==> src/rtl/image_rom_pkg.sv <==
// image_rom_pkg: shared image ROM geometry and reader FSM states
package image_rom_pkg;
  localparam int IMG_ADDR_W = 12;
  localparam int IMG_DATA_W = 8;
  localparam int IMG_BYTES = 4096;
  localparam int ROM_LATENCY = 2;
  typedef enum logic [1:0] {IDLE, FETCH, DRAIN} state_t;
endpackage

==> src/rtl/rom_rd_fifo.sv <==
// rom_rd_fifo: show-ahead synchronous FIFO buffering in-flight ROM reads
// Ports: clk/rst_n (async active-low), i_wr/i_wdata push, i_rd pop,
// o_rdata head entry (valid without a pop), o_full, o_empty, o_count occupancy.
module rom_rd_fifo #(
  parameter int DEPTH = 4,
  parameter int WIDTH = 8
) (
  input  logic                       clk,
  input  logic                       rst_n,
  input  logic                       i_wr,
  input  logic [WIDTH-1:0]           i_wdata,
  input  logic                       i_rd,
  output logic [WIDTH-1:0]           o_rdata,
  output logic                       o_full,
  output logic                       o_empty,
  output logic [$clog2(DEPTH):0]     o_count
);
  localparam int AW = $clog2(DEPTH);
  localparam int CW = AW + 1;
  logic [WIDTH-1:0] r_mem [DEPTH];
  logic [AW-1:0] r_wp, r_rp;
  logic [CW-1:0] r_count;
  always_ff @(posedge clk or negedge rst_n)
    if (!rst_n) begin
      for (int i = 0; i < DEPTH; i++) r_mem[i] <= '0;
      r_wp <= '0;
      r_rp <= '0;
      r_count <= '0;
    end else begin
      if (i_wr) begin
        r_mem[r_wp] <= i_wdata;
        r_wp <= r_wp + AW'(1);
      end
      if (i_rd) r_rp <= r_rp + AW'(1);
      r_count <= r_count + CW'(i_wr) - CW'(i_rd);
    end
  assign o_rdata = r_mem[r_rp];
  assign o_full = r_count == CW'(DEPTH);
  assign o_empty = r_count == '0;
  assign o_count = r_count;
endmodule

==> src/rtl/image_rom_reader.sv <==
// image_rom_reader: streams a wrapping window of the pipelined image ROM onto a valid/ready bus
// Ports: clk, resetn (async active-low); start/base/len launch a transfer; busy, done status;
// rom_ad/rom_data ROM side; m_data/m_valid/m_ready/m_last output stream.
module image_rom_reader #(
  parameter int ADDR_W = image_rom_pkg::IMG_ADDR_W,
  parameter int DATA_W = image_rom_pkg::IMG_DATA_W,
  parameter int ROM_LATENCY = image_rom_pkg::ROM_LATENCY,
  parameter int FIFO_DEPTH = 4
) (
  input  logic              clk,
  input  logic              resetn,
  input  logic              start,
  input  logic [ADDR_W-1:0] base,
  input  logic [ADDR_W:0]   len,
  output logic              busy,
  output logic              done,
  output logic [ADDR_W-1:0] rom_ad,
  input  logic [DATA_W-1:0] rom_data,
  output logic [DATA_W-1:0] m_data,
  output logic              m_valid,
  input  logic              m_ready,
  output logic              m_last
);
  import image_rom_pkg::*;
  localparam int LW = ADDR_W + 1;
  localparam int CW = $clog2(FIFO_DEPTH) + 1;
  state_t r_state;
  logic [ADDR_W-1:0] r_base, r_rom_ad;
  logic [LW-1:0] r_len, r_issue_cnt, r_pop_cnt;
  logic [CW-1:0] r_credit;
  // bit 0 marks the read whose address sits in rom_ad; the top bit lines up with rom_data
  logic [ROM_LATENCY:0] r_vpipe;
  logic r_busy, r_done;
  logic w_idle, w_issue, w_pop, w_last_issue, w_last_pop, w_empty, w_full;
  logic [LW-1:0] w_idx, w_len;
  logic [CW-1:0] w_count;
  logic [DATA_W-1:0] w_head;
  assign w_idle = r_state == IDLE;
  assign w_pop = m_valid && m_ready;
  // the first read is issued on the start edge itself so rom_ad holds base in the next cycle
  assign w_idx = w_idle ? '0 : r_issue_cnt;
  assign w_len = w_idle ? len : r_len;
  // a pop in the same cycle frees one credit, which keeps the stream at one byte per cycle
  assign w_issue = w_idle ? start && len != '0
                          : r_state == FETCH && (r_credit < CW'(FIFO_DEPTH) || w_pop);
  assign w_last_issue = w_idx == w_len - LW'(1);
  assign w_last_pop = w_pop && r_pop_cnt == r_len - LW'(1);
  always_ff @(posedge clk or negedge resetn)
    if (!resetn) begin
      r_state <= IDLE;
      r_base <= '0;
      r_len <= '0;
      r_rom_ad <= '0;
      r_issue_cnt <= '0;
      r_pop_cnt <= '0;
      r_credit <= '0;
      r_vpipe <= '0;
      r_busy <= 1'b0;
      r_done <= 1'b0;
    end else begin
      r_done <= 1'b0;
      r_vpipe <= {r_vpipe[ROM_LATENCY-1:0], w_issue};
      r_credit <= r_credit + CW'(w_issue) - CW'(w_pop);
      if (w_issue) begin
        r_rom_ad <= w_idle ? base : r_base + r_issue_cnt[ADDR_W-1:0];
        r_issue_cnt <= w_idx + LW'(1);
      end
      if (w_pop) r_pop_cnt <= r_pop_cnt + LW'(1);
      case (r_state)
        IDLE: if (start) begin
          r_base <= base;
          r_len <= len;
          r_pop_cnt <= '0;
          r_done <= len == '0;
          r_busy <= len != '0;
          r_state <= len == '0 ? IDLE : w_last_issue ? DRAIN : FETCH;
        end
        FETCH: if (w_issue && w_last_issue) r_state <= DRAIN;
        DRAIN: if (w_last_pop) begin
          r_state <= IDLE;
          r_busy <= 1'b0;
          r_done <= 1'b1;
        end
        default: r_state <= IDLE;
      endcase
    end
  rom_rd_fifo #(.DEPTH(FIFO_DEPTH), .WIDTH(DATA_W)) u_fifo (
    .clk     (clk),
    .rst_n   (resetn),
    .i_wr    (r_vpipe[ROM_LATENCY]),
    .i_wdata (rom_data),
    .i_rd    (w_pop),
    .o_rdata (w_head),
    .o_full  (w_full),
    .o_empty (w_empty),
    .o_count (w_count)
  );
  // credit covers both the ROM pipe and the buffer, so a landing read always finds room
  assert property (@(posedge clk) disable iff (!resetn)
    !(r_vpipe[ROM_LATENCY] && w_full) && w_count <= r_credit);
  assign busy = r_busy;
  assign done = r_done;
  assign rom_ad = r_rom_ad;
  assign m_valid = !w_empty;
  assign m_data = w_head;
  assign m_last = m_valid && r_pop_cnt == r_len - LW'(1);
endmodule
==> config.mk <==
export PLATFORM = sky130hd
export DESIGN_NAME = image_rom_reader
export DESIGN_NICKNAME = d
export VERILOG_FILES = /design/src/rtl/image_rom_pkg.sv /design/src/rtl/rom_rd_fifo.sv /design/src/rtl/image_rom_reader.sv
export SDC_FILE = /design/constraint.sdc
export NUM_CORES = 1
export LEC_CHECK = 0
export CAP_MARGIN = 20
export CORE_UTILIZATION = 62
export CTS_BUF_LIST = sky130_fd_sc_hd__clkbuf_16
export CTS_CLUSTER_DIAMETER = 30
export DETAILED_ROUTE_END_ITERATION = 16
export PLACE_DENSITY = 0.85
export REMOVE_ABC_BUFFERS = 1
export SLEW_MARGIN = 0
export SYNTH_ARGS = -nofsm -noshare
export SYNTH_HDL_FRONTEND = slang
export SYNTH_HIERARCHICAL = 1
export SYNTH_SLANG_ARGS = --single-unit
==> constraint.sdc <==
create_clock -name clk -period 6.7 [get_ports clk]
set_input_delay 1.34 -clock clk [delete_from_list [all_inputs] [get_ports clk]]
set_output_delay 1.34 -clock clk [all_outputs]
set_load 0.02 [all_outputs]
==> reports/results.tsv, run 1 <==
metric	value	unit
status	finished, final reports clean	
synth_warnings	6	
slew_headroom	40.3	%
design_area	7310	µm²
die_w	103	µm
clock_latency	350	ps
die_area	10700	µm²
drt-vias-per-instance	6.11	
drc_errors	0	
hold_path_startpoint	r_vpipe[1]	
crit_path_cell_trace	clkdlybuf4s50_1 > nor3_1 > nand4_1 > and2_1 > nor2_1 > ha_1 > inv_1 > ha_1 > inv_1 > fa_1 > xnor2_1 > xnor2_1	
hpwlAfterDp	10200	µm
hp-class	reg -> reg	
endpoint_kind	register	
maxCapViolCount	0	
grt_pass1_vias	4912	
grtUsageMet3	4.44	%
holdPathStages	0	
min_to	r_vpipe[2]	
reg2reg_slack	2870	ps
grt_overflow	0	
totalWireLength	14600	µm
critPathKind	in -> reg	
start_kind	input port	
clk_path_buf_depth	2	
antenna_cells	0	
grt_pass1_wl	24000	µm
post-place-cells	769	
finClkSkew	10.0	ps
start_util	64.5	%
fp.dieH	103	µm
cellPowerDensity	516	nW/µm²
num_vias	4795	
cpMaxStageDelayCell	nor2_1	
period_minus_slack	4630	ps
grt_util_all_layers	29.8	%
cp.required	6980	ps
place_area	7010	µm²
port_buffers	60	
internal_power	2.22	mW
cts_tree	done	
cts_hold_buf	0	
numCtsBuffers	9	
cts_root_buf	clkbuf_16	
htree_levels	3	
antenna_found_initial	0	
holdWs	354	ps
netSwitchingFraction	41.1	%
clk_pin_slew	80	ps
final_common_cell	dfrtp_1	
grt.met2_usage	49.6	%
hold_violations	0	
setup_tns	0	ps
reg2reg_to	r_credit[2]	
p_seq_share	34.6	%
critPathMaxFanout	13	
drive_gt1_share	15.5	%
fmax	216	MHz
gp_congestion	0.911	
area_growth	15.0	%
cts.sinks	112	
power.leakage	3.03	nW
postCtsSetupBuffers	0	
power_frac_clock	14.5	%
rows	36	
period_share	69.2	%
rsz0062_at_grt	no	
wl_per_cell	18.6	µm
io_pins	61	
grt_max_degree	63	
setup_viol	0	
p_sw	1.55	mW
arrival	4910	ps
core	9860	µm²
r2r_cells	13	
syn-mean-instance-area	10.6	µm²
max-vdd-ir-drop	0.287	mV
drt_pass1_iterations	5	
r2r_start	r_state[1]	
syn_area	6360	µm²
ant_nets	0	
nets	710	
pwr-share-comb	50.9	%
drv_slew	0	
cts_resized	0	
busiest_layer	met2	
layout_common_cells	dfrtp_1 (112), clkdlybuf4s50_1 (59), mux2_2 (55)	
drtIter0Drc	308	
syn_inst	599	
max_stage_delay	730	ps
stdcell_count	785	
grt.met1_usage	40.2	%
worst_pin_slew	893	ps
[critical path, delay by kind of cell]
| kind | cells | cell delay (ps) |
|---|---|---|
| xor+xnor | 2 | 300 |
| fa+ha+maj | 3 | 870 |
| buf+inv | 3 | 610 |
| simple gates | 4 | 1790 |
[layout make-up]
class / instances / area (µm²)
Tap cell: 133 / 166
Sequential cell: 112 / 2800
Timing Repair Buffer: 64 / 628
Clock inverter: 7 / 73.8
Clock buffer: 9 / 225
Inverter: 21 / 78.8
Fill cell: 648 / 2550
Multi-Input combinational cell: 439 / 3340
[per-layer routing]
layer	routed length (µm)	vias to the layer above
met5	0	-
met4	265	0
met3	956	26
met2	7120	193
met1	6290	2351
li1	-	2225
[power by group through the flow]
stage / combinational [mW] / clock (mW) / sequential, mW
finish: 1.92 / 0.548 / 1.30
global route: 2.11 / 0.576 / 1.34
CTS: 1.92 / 0.551 / 1.30
detailed placement: 1.89 / 0 / 1.30
global placement: 1.81 / 0 / 1.28
floorplan: 1.34 / 0 / 1.25
[stage by stage]
step / total power, mW / worst slack (ps) / utilization (%)
3_5_place_dp: 3.19 / 1760 / 71.1
4_1_cts: 3.76 / 2130 / 74.1
3_3_place_gp: 3.09 / 1890 / 71.1
5_1_grt: 4.03 / 1780 / 74.1
2_1_floorplan: 2.59 / 2670 / -
6_report: 3.77 / 2070 / 74.1
[worst max path at each step]
| stage | depth (start not counted) | slack, ps | endpoint | from |
|---|---|---|---|---|
| 4_1_cts | 12 | 2130 | r_credit[2] | len[9] |
| 6_report | 12 | 2070 | r_credit[2] | len[9] |
| 2_1_floorplan | 10 | 2670 | r_credit[2] | start |
| 3_5_place_dp | 12 | 1760 | r_credit[2] | len[9] |
| 3_3_place_gp | 12 | 1890 | r_credit[2] | len[9] |
| 5_1_grt | 12 | 1780 | r_credit[2] | len[9] |
[registers in the layout (all words and copies together) (netlist names)]
signal          count
r_pop_cnt          13
r_credit            3
u_fifo/r_wp         2
r_state             2
rom_ad             12
u_fifo/r_rp         2
u_fifo/r_mem       32
done                1
r_len              13
busy                1
r_issue_cnt        13
r_base             12
r_vpipe             3
u_fifo/o_count      3
Note: power is estimated with default switching activity, not from simulation.
==> run 2: changes to the inputs <==
--- a/config.mk
+++ b/config.mk
@@ -6,11 +6,11 @@
 export NUM_CORES = 1
 export LEC_CHECK = 0
 export CAP_MARGIN = 20
-export CORE_UTILIZATION = 62
+export CORE_UTILIZATION = 52
 export CTS_BUF_LIST = sky130_fd_sc_hd__clkbuf_16
 export CTS_CLUSTER_DIAMETER = 30
 export DETAILED_ROUTE_END_ITERATION = 16
-export PLACE_DENSITY = 0.85
+export PLACE_DENSITY = 0.76
 export REMOVE_ABC_BUFFERS = 1
 export SLEW_MARGIN = 0
 export SYNTH_ARGS = -nofsm -noshare
==> constraint.sdc (replaced) <==
create_clock -name clk -period 3.9 [get_ports clk]
set_input_delay 0.78 -clock clk [delete_from_list [all_inputs] [get_ports clk]]
set_output_delay 0.78 -clock clk [all_outputs]
set_load 0.02 [all_outputs]
==> reports/results.tsv, run 2 (same netlist as run 1, synthesis figures left out) <==
metric	value	unit
status	finished, final reports clean	
final_common_cell	dfrtp_1	
drt_pass1_iterations	5	
endpoint_kind	output port	
port_buffers	60	
antenna_found_initial	0	
worst_slack	296	ps
reg2reg_slack	710	ps
cts_resized	1	
place_area	7060	µm²
pwr-share-comb	51.2	%
fmax	277	MHz
slew_headroom	41.5	%
nets	714	
totalWireLength	14800	µm
rsz0062_at_grt	no	
worst_pin_slew	877	ps
setup_viol	0	
layout_common_cells	dfrtp_1 (112), clkdlybuf4s50_1 (58), mux2_2 (55)	
arrival	2820	ps
endpoint	m_last	
grt_util_all_layers	25.1	%
design_area	7350	µm²
grt_pass1_wl	24600	µm
fp.dieH	113	µm
netSwitchingFraction	41.5	%
core	12000	µm²
clock_latency	360	ps
antenna_cells	0	
hp-class	reg -> reg	
hold_violations	0	
largest_register_ffs	32	
cts_root_buf	clkbuf_16	
maxCapViolCount	0	
place_ws	285	ps
internal_power	3.77	mW
clk_path_buf_depth	2	
max-vdd-ir-drop	0.425	mV
drc_errors	0	
power.leakage	3.05	nW
grt_pass1_vias	4978	
rows	40	
r2r_start	r_state[1]	
reg2reg_to	r_state[0]	
cts_tree	done	
num_vias	4751	
die_area	12700	µm²
io_pins	61	
htree_levels	3	
finClkSkew	9.05	ps
period_share	92.4	%
power_frac_clock	14.1	%
period_minus_slack	3600	ps
grtUsageMet3	5.13	%
start_util	53.2	%
drive_gt1_share	15.9	%
busiest_layer	met2	
hpwlAfterDp	10600	µm
drt-vias-per-instance	5.92	
wl_per_cell	18.5	µm
drv_slew	0	
regMostFlops	u_fifo/r_mem	
numCtsBuffers	9	
grt.met2_usage	39.6	%
start_kind	register	
gp_congestion	0.888	
holdWs	353	ps
p_seq_share	34.7	%
grt_max_degree	70	
clk_pin_slew	80	ps
cts.sinks	112	
cellPowerDensity	877	nW/µm²
cts_hold_buf	0	
critPathMaxFanout	7	
r2r_cells	10	
p_sw	2.67	mW
grt_overflow	0	
drtIter0Drc	324	
ant_nets	0	
critPathKind	reg -> out	
die_w	113	µm
startpoint	r_len[0]	
cp.required	3120	ps
area_growth	15.5	%
postCtsSetupBuffers	0	
grt.met1_usage	33.1	%
==> run 2: cell types whose count changed in the layout (fill, tap and decap cells not counted), sizes merged <==
cell / before / now
buf: 5 / 9
clkinv: 3 / 5
bufinv: 1 / 0
clkdlybuf4s50: 59 / 58
dlygate4sd2: 0 / 1
inv: 24 / 23
==> run 2: through the flow <==
step | total power [mW] | TNS (ps) | cells | utilization (%)
after floorplan | 4.45 | -19.9 | 572 | -
after CTS | 6.45 | 0 | 803 | 61.4
after global routing | 6.90 | 0 | 803 | 61.4
after global placement | 5.36 | 0 | 787 | 59.0
final | 6.44 | 0 | 803 | 61.4
after detailed placement | 5.51 | 0 | 787 | 59.0
==> run 2: power by group through the flow <==
| stage | Clock [mW] | Combinational, mW | Sequential (mW) |
|---|---|---|---|
| 5_1_grt | 0.979 | 3.61 | 2.30 |
| 3_5_place_dp | 0 | 3.26 | 2.25 |
| 3_3_place_gp | 0 | 3.15 | 2.21 |
| 6_report | 0.909 | 3.30 | 2.23 |
| 4_1_cts | 0.927 | 3.30 | 2.23 |
| 2_1_floorplan | 0 | 2.30 | 2.15 |
==> run 2: routing by layer <==
layer	routed length (µm)	part of all wire (%)
met2	7000	47
met5	0	0
met1	6600	45
met4	446	3.0
met3	784	5.3
==> run 2: area by class of cell <==
class / count / area (µm²)
fill: 961 / 4610
multi-input combinational: 439 / 3340
inverter: 21 / 78.8
timing repair buffer: 68 / 657
clock inverter: 7 / 63.8
sequential: 112 / 2800
clock buffer: 9 / 225
tap: 147 / 184
==> run 2: worst min-delay path by stage <==
stage,cells past startpoint,endpoint,slack (ps),from
after global placement,0,r_vpipe[1],330,r_vpipe[0]
final,0,r_vpipe[1],350,r_vpipe[0]
after CTS,0,r_vpipe[1],360,r_vpipe[0]
after detailed placement,0,r_vpipe[1],340,r_vpipe[0]
after floorplan,0,r_vpipe[1],330,r_vpipe[0]
after global routing,0,r_vpipe[1],370,r_vpipe[0]
==> run 2: critical path, stage by stage (launching register included) <==
cell	delay (ps)
dfrtp_1	480
inv_1	120
ha_1	190
nor2b_1	250
and3_1	220
nor4b_1	240
a31oi_1	100
a2111oi_2	480
dlygate4sd2_1	390
